`config.mk`:
```
export PLATFORM = sky130hd
export DESIGN_NAME = platform_scroll_scheduler
export DESIGN_NICKNAME = d
export VERILOG_FILES = /design/src/rtl/platform_pkg.sv /design/src/rtl/platform_mask_shaper.sv /design/src/rtl/platform_scroll_scheduler.sv
export SDC_FILE = /design/constraint.sdc
export NUM_CORES = 1
export LEC_CHECK = 0
export ABC_AREA = 1
export BUFFER_PORTS_ARGS = -buffer_cell sky130_fd_sc_hd__buf_2
export CAP_MARGIN = 5
export CORE_MARGIN = 2
export CORE_UTILIZATION = 42
export CTS_BUF_LIST = sky130_fd_sc_hd__clkbuf_8
export DETAILED_ROUTE_END_ITERATION = 12
export GPL_TIMING_DRIVEN = 0
export PLACE_DENSITY = 0.85
export SYNTH_ARGS = -nofsm -noshare
export SYNTH_HDL_FRONTEND = slang
export SYNTH_SLANG_ARGS = --single-unit
```
`constraint.sdc`:
```
create_clock -name clk -period 1.8 [get_ports clk]
set_clock_uncertainty 0.1 [all_clocks]
set_input_delay 0.36 -clock clk [delete_from_list [all_inputs] [get_ports clk]]
set_output_delay 0.36 -clock clk [all_outputs]
set_load 0.02 [all_outputs]
```
`src/rtl/platform_pkg.sv`:
```
// Shared constants and types for the platform field: group geometry, coordinates,
// activation masks and the scroll FSM state encoding.
package platform_pkg;

    localparam int NUM_GROUPS     = 6;
    localparam int GROUP_SIZE     = 15;
    localparam int ROWS_PER_GROUP = 5;
    localparam int COLS           = 3;
    localparam int PLATFORM_H     = 30;
    localparam int RECYCLE_DY     = 948;

    typedef logic signed [10:0] coord_t;
    typedef logic [2:0]         group_idx_t;
    typedef logic [14:0]        mask_t;

    typedef enum logic {
        IDLE   = 1'b0,
        SCROLL = 1'b1
    } scroll_state_t;

    // Lowest set index wins, so the group closest to the start of the field is served first.
    function automatic group_idx_t lowest_set(input logic [NUM_GROUPS-1:0] v);
        group_idx_t idx;
        idx = '0;
        for (int i = NUM_GROUPS - 1; i >= 0; i--) begin
            if (v[i]) idx = group_idx_t'(i);
        end
        return idx;
    endfunction

endpackage

```
`src/rtl/platform_mask_shaper.sv`:
```
// Turns raw LFSR bits into a playable activation mask: optionally at least one
// platform per 3-wide row, and never an entirely empty group.
module platform_mask_shaper
    import platform_pkg::*;
#(
    parameter int MIN_ONE_PER_ROW = 1
) (
    input  mask_t raw_i,
    output mask_t mask_o
);

    always_comb begin
        mask_o = raw_i;
        if (MIN_ONE_PER_ROW != 0) begin
            for (int r = 0; r < ROWS_PER_GROUP; r++) begin
                // The middle column is the safest landing spot for an otherwise empty row.
                if (raw_i[COLS*r +: COLS] == 3'b000) mask_o[COLS*r + 1] = 1'b1;
            end
        end
        if (mask_o == '0) mask_o[GROUP_SIZE-1] = 1'b1;
    end

endmodule

```
`src/rtl/platform_scroll_scheduler.sv`:
```
// Frame-level sequencer for the platform field: scrolls after qualifying landings,
// keeps the height score, and issues per-group recycle requests to storage.
module platform_scroll_scheduler
    import platform_pkg::*;
#(
    parameter int SCROLL_FRAMES   = 16,
    parameter int STEP            = 12,
    parameter int SCROLL_LINE     = 400,
    parameter int EARTH           = 480,
    parameter int MIN_ONE_PER_ROW = 1
) (
    input  logic                  clk,
    input  logic                  rst,
    input  logic                  frame_tick,
    input  logic                  landing,
    input  logic [9:0]            doodle_y,
    input  coord_t                group_top_y [NUM_GROUPS],
    input  logic [14:0]           rand_bits,
    output logic                  scroll_en,
    output logic [4:0]            scroll_dy,
    output logic                  recycle_valid,
    output group_idx_t            recycle_group,
    output mask_t                 recycle_mask,
    input  logic                  recycle_ready,
    output logic                  busy,
    output logic [19:0]           height_score,
    output scroll_state_t         dbg_state,
    output logic [NUM_GROUPS-1:0] dbg_pending
);

    localparam int               FL_W        = $clog2(SCROLL_FRAMES + 1);
    localparam logic [FL_W-1:0]  FRAMES_INIT = FL_W'(SCROLL_FRAMES);
    localparam logic [FL_W-1:0]  FRAMES_ONE  = FL_W'(1);
    localparam logic [9:0]       LINE_Y      = 10'(SCROLL_LINE);
    localparam coord_t           EARTH_Y     = coord_t'(EARTH);
    localparam logic [19:0]      STEP_H      = 20'(STEP);
    localparam logic [19:0]      HEIGHT_MAX  = '1;

    scroll_state_t         state_q, state_d;
    logic [FL_W-1:0]       frames_left_q, frames_left_d;
    logic [19:0]           height_q, height_d;
    logic [NUM_GROUPS-1:0] pending_q, pending_d;
    logic [NUM_GROUPS-1:0] snap;
    logic                  valid_q, valid_d;
    group_idx_t            group_q, group_d;
    mask_t                 mask_q, mask_d;
    mask_t                 shaped_mask;
    logic                  land_ok;
    logic                  xfer;

    platform_mask_shaper #(
        .MIN_ONE_PER_ROW(MIN_ONE_PER_ROW)
    ) u_shaper (
        .raw_i (rand_bits),
        .mask_o(shaped_mask)
    );

    assign land_ok = landing && (doodle_y < LINE_Y);

    // Step first, then a same-cycle landing reloads the counter (restart, never accumulate).
    always_comb begin
        state_d       = state_q;
        frames_left_d = frames_left_q;
        height_d      = height_q;
        scroll_en     = 1'b0;
        if (state_q == SCROLL && frame_tick) begin
            scroll_en     = 1'b1;
            frames_left_d = frames_left_q - FRAMES_ONE;
            height_d      = (height_q > HEIGHT_MAX - STEP_H) ? HEIGHT_MAX : height_q + STEP_H;
            if (frames_left_q == FRAMES_ONE) state_d = IDLE;
        end
        if (land_ok) begin
            state_d       = SCROLL;
            frames_left_d = FRAMES_INIT;
        end
    end

    // Handshake: recycle_valid/group/mask are registered and held stable while
    // valid && !ready; a transfer happens on the edge where valid && ready, and
    // valid drops for at least one cycle before the next request.
    assign xfer = valid_q && recycle_ready;

    always_comb begin
        snap = '0;
        for (int g = 0; g < NUM_GROUPS; g++) begin
            snap[g] = (group_top_y[g] >= EARTH_Y);
        end
    end

    always_comb begin
        pending_d = pending_q;
        valid_d   = valid_q;
        group_d   = group_q;
        mask_d    = mask_q;
        if (frame_tick) pending_d = pending_d | snap;
        // Storage only moves the group on this edge, so its fresh snapshot bit is stale.
        if (xfer) begin
            pending_d[group_q] = 1'b0;
            valid_d            = 1'b0;
        end else if (!valid_q && pending_q != '0) begin
            valid_d = 1'b1;
            group_d = lowest_set(pending_q);
            mask_d  = shaped_mask;
        end
    end

    always_ff @(posedge clk) begin
        if (rst) begin
            state_q       <= IDLE;
            frames_left_q <= '0;
            height_q      <= '0;
            pending_q     <= '0;
            valid_q       <= 1'b0;
            group_q       <= '0;
            mask_q        <= '0;
        end else begin
            state_q       <= state_d;
            frames_left_q <= frames_left_d;
            height_q      <= height_d;
            pending_q     <= pending_d;
            valid_q       <= valid_d;
            group_q       <= group_d;
            mask_q        <= mask_d;
        end
    end

    assign scroll_dy     = 5'(STEP);
    assign recycle_valid = valid_q;
    assign recycle_group = group_q;
    assign recycle_mask  = mask_q;
    assign height_score  = height_q;
    assign busy          = (state_q == SCROLL) || (pending_q != '0) || valid_q;
    assign dbg_state     = state_q;
    assign dbg_pending   = pending_q;

endmodule

```
==> run_results.csv <==
group,metric,value,unit
outcome,status,"completed",
cts,cts_buffers,5,
global_route,grtUsageTotal,0.203,
yosys,yosys.cell_count.top_type,"nor2_1",
yosys,synth-async-reset-ratio,0,
detailed_routing,num_vias,2734,
pwr,ir_worst_vdd,386,uV
sta,fin_crit_sh,0.980,
detailed_routing,drtAntennaViolNets,0,
sta,rsz0062_at_grt,"true",
critical_path,max_stage_delay,0.37,ns
yosys,synth_seq_cells,50,
place,io_buffers,107,
finish,final_util,0.566,
yosys,ys_top_cells_by_area,"dfxtp_1 (39%), nor2_1 (8.1%), nand2_1 (7.7%)",
yosys,yosys_warnings,0,
yosys,seq_area_frac_synth,0.392,
sta,hold-worst-slack,0.202,ns
pwr,p_comb_frac,0.228,
critical_path,cp_data_required_time,1.34,ns
pwr,sequentialPowerShare,0.506,
floorplan,io_pins,149,
sta,clock.fmax,567,MHz
cts,clockBufferDepth,2,
critical_path,critPathMaxFanout,4,
pwr,switching_power,0.805,mW
finish,area_delta_synth_final,30.5,%
yosys,yosys.area.top_type,"dfxtp_1",
finish,fin_nets,572,
place,gp_congestion,0.928,
detailed_routing,viasPerCell,4.99,
pwr,intPower,1.67,mW
critical_path,worstPathArrival,1.30,ns
critical_path,reg2reg_depth,9,
pwr,total_power,2.48,mW
sta,tightest_slew,0.627,ns
sta,slew_violations,0,
cts,htreeDepth,2,
global_route,grt.overflow.total,0,
floorplan,dieArea,6710,sq um
flow_run,maxCapViolCount,0,
cts,cts_tree,"yes",
sta,finalWorstPathRequiredPeriod,1.76,ns
floorplan,initial_utilization,0.433,
detailed_routing,drtPass1Iterations,6,
yosys,syn_area_per_cell,7.19,sq um
yosys,synth-main-ff-cell,"dfxtp_1",
cts,post_cts_buffers,0,
sta,hold_viol,0,
finish,drive_gt1_frac,0.330,
pwr,pwr-share-clk,0.265,
yosys,yosys.area.top_type_share,0.392,
critical_path,critical_path_class,"flop to output pin",
yosys,synth_edf_count,0,
pwr,pwr_density_cell,744,nW/um^2
global_route,antenna_found_initial,0,
critical_path,startpoint_type,"flop",
floorplan,die_y,81.9,microns
worst_hold_path,whs_path_depth,3,
yosys,syn_area,2550,sq um
yosys,synth_cell_types,30,
cts,clk_latency,0.31,ns
critical_path,endpoint_kind,"output pin",
critical_path,path_cells,"nor2_4 -> nand4_1 -> nor2_2 -> nand2_1 -> buf_6",
yosys,syn-instance-count,355,
critical_path,crit_slowest_cell,"dfxtp_4",
floorplan,std_cell_rows,28,
pwr,swShare,0.325,
detailed_routing,drt_wl_total,6910,microns
pwr,leakagePower,1.54,nW
detailed_routing,wl_per_cell,12.6,microns
global_route,grt_pass1_vias,2443,
detailed_routing,drt_iter0_drc,118,
global_route,grt_first_pass_wirelength,10800,microns
sta,setup_viol,0,
cts,clkSlewWorstSetupHoldPaths,0.10,ns
floorplan,core-area,5890,sq um
place,dp_hpwl,5210,microns
cts,cts.sinks,50,
worst_hold_path,hp-class,"input pin to flop",
floorplan,die_w,81.9,microns
cts,root_buffer,"clkbuf_8",
sta,slew-limit-headroom,0.582,
detailed_routing,drc_errors,0,
finish,diodes,0,
yosys,synth_top_cells_by_count,"nor2_1 (55), nand2_1 (52), dfxtp_1 (50)",
global_route,grt_max_degree,17,
## path summary, 6_finish.rpt
path / startpoint / end / slack [ns]
max: dbg_pending[2]$_SDFF_PP0_ / busy / 0.04
min: rand_bits[1] / recycle_mask[1]$_SDFFE_PP0P_ / 0.20
max reg2reg: height_score[2]$_SDFFE_PP0P_ / height_score[18]$_SDFFE_PP0P_ / 0.07
min reg2reg: frames_left_q[1]$_SDFFE_PP0P_ / frames_left_q[1]$_SDFFE_PP0P_ / 0.37
## critical path: cells and delay by family, from the launching register on
| kind | cells | cell delay (ns) |
|---|---|---|
| and+or+nand+nor | 4 | 0.51 |
| DFF | 1 | 0.37 |
| buffers and inverters | 1 | 0.13 |
## through the flow
step	cell area, sq um	setup slack (ns)	cells	setup TNS (ns)
6_report	3330	0.0360	548	0
5_1_grt	3330	-0.0295	548	-0.0938
4_1_cts	3280	0.0370	548	0
3_5_place_dp	3190	0.108	540	0
3_3_place_gp	3190	0.158	540	0
2_1_floorplan	2560	0.122	358	0
## routing by layer
layer,GRT usage,wire length [microns],part of all wire
met4,0.0867,107,0.015
met3,0.0429,579,0.084
met1,0.248,2990,0.43
met5,0,0,0
met2,0.345,3240,0.47
## kinds of logic after synthesis
| family | Yosys count | share of synthesized area |
|---|---|---|
| flip-flops | 50 | 0.392 |
| AND/OR/NAND/NOR | 165 | 0.299 |
| AO/OA/AOI/OAI | 56 | 0.130 |
| XOR/XNOR | 14 | 0.0481 |
| other | 2 | 0.00294 |
| adder cells (fa/ha/maj) | 4 | 0.0196 |
| buffers and inverters | 64 | 0.108 |
## flip-flops by register name, summed over array words and instances, names as in the netlist
signal,count
recycle_valid,1
frames_left_q,5
dbg_state,1
height_score,19
recycle_mask,15
dbg_pending,6
recycle_group,3
## layout make-up
cell class	instances	area (sq um)
buffer	15	92.6
clock buffer	5	68.8
clock inverter	3	21.3
fill	522	2560
inverter	49	184
multi-input combinational	244	1320
sequential	50	1010
tap	75	93.8
timing repair buffer	107	542
## power groups by stage
stage          logic (mW)  registers [mW]  clock network [mW]
2_1_floorplan       0.246            1.36                   0
3_3_place_gp        0.534            1.27                   0
3_5_place_dp        0.547            1.28                   0
4_1_cts             0.549            1.25               0.671
5_1_grt             0.625            1.26               0.716
6_report            0.566            1.25               0.657
## timing repair
action | CTS | global route
cloned | 0 | 0
setup endpoints to repair | 1 | 13
resized for setup | 1 | 15
hold buffers | 0 | 0
pin swaps | 0 | 4
## layout by cell type (no fill, tap or decap), drive strengths merged, types with 4 or more instances in the layout
master / count
nor2: 61
xnor2: 8
inv: 49
nand3: 14
buf: 118
dfxtp: 50
conb: 5
nand4: 12
nand2: 55
a31oi: 7
clkbuf: 9
ha: 4
xor2: 6
nor3: 16
nor4: 6
a21oi: 27
o21ai: 20
(Power assumes the default switching activity.)
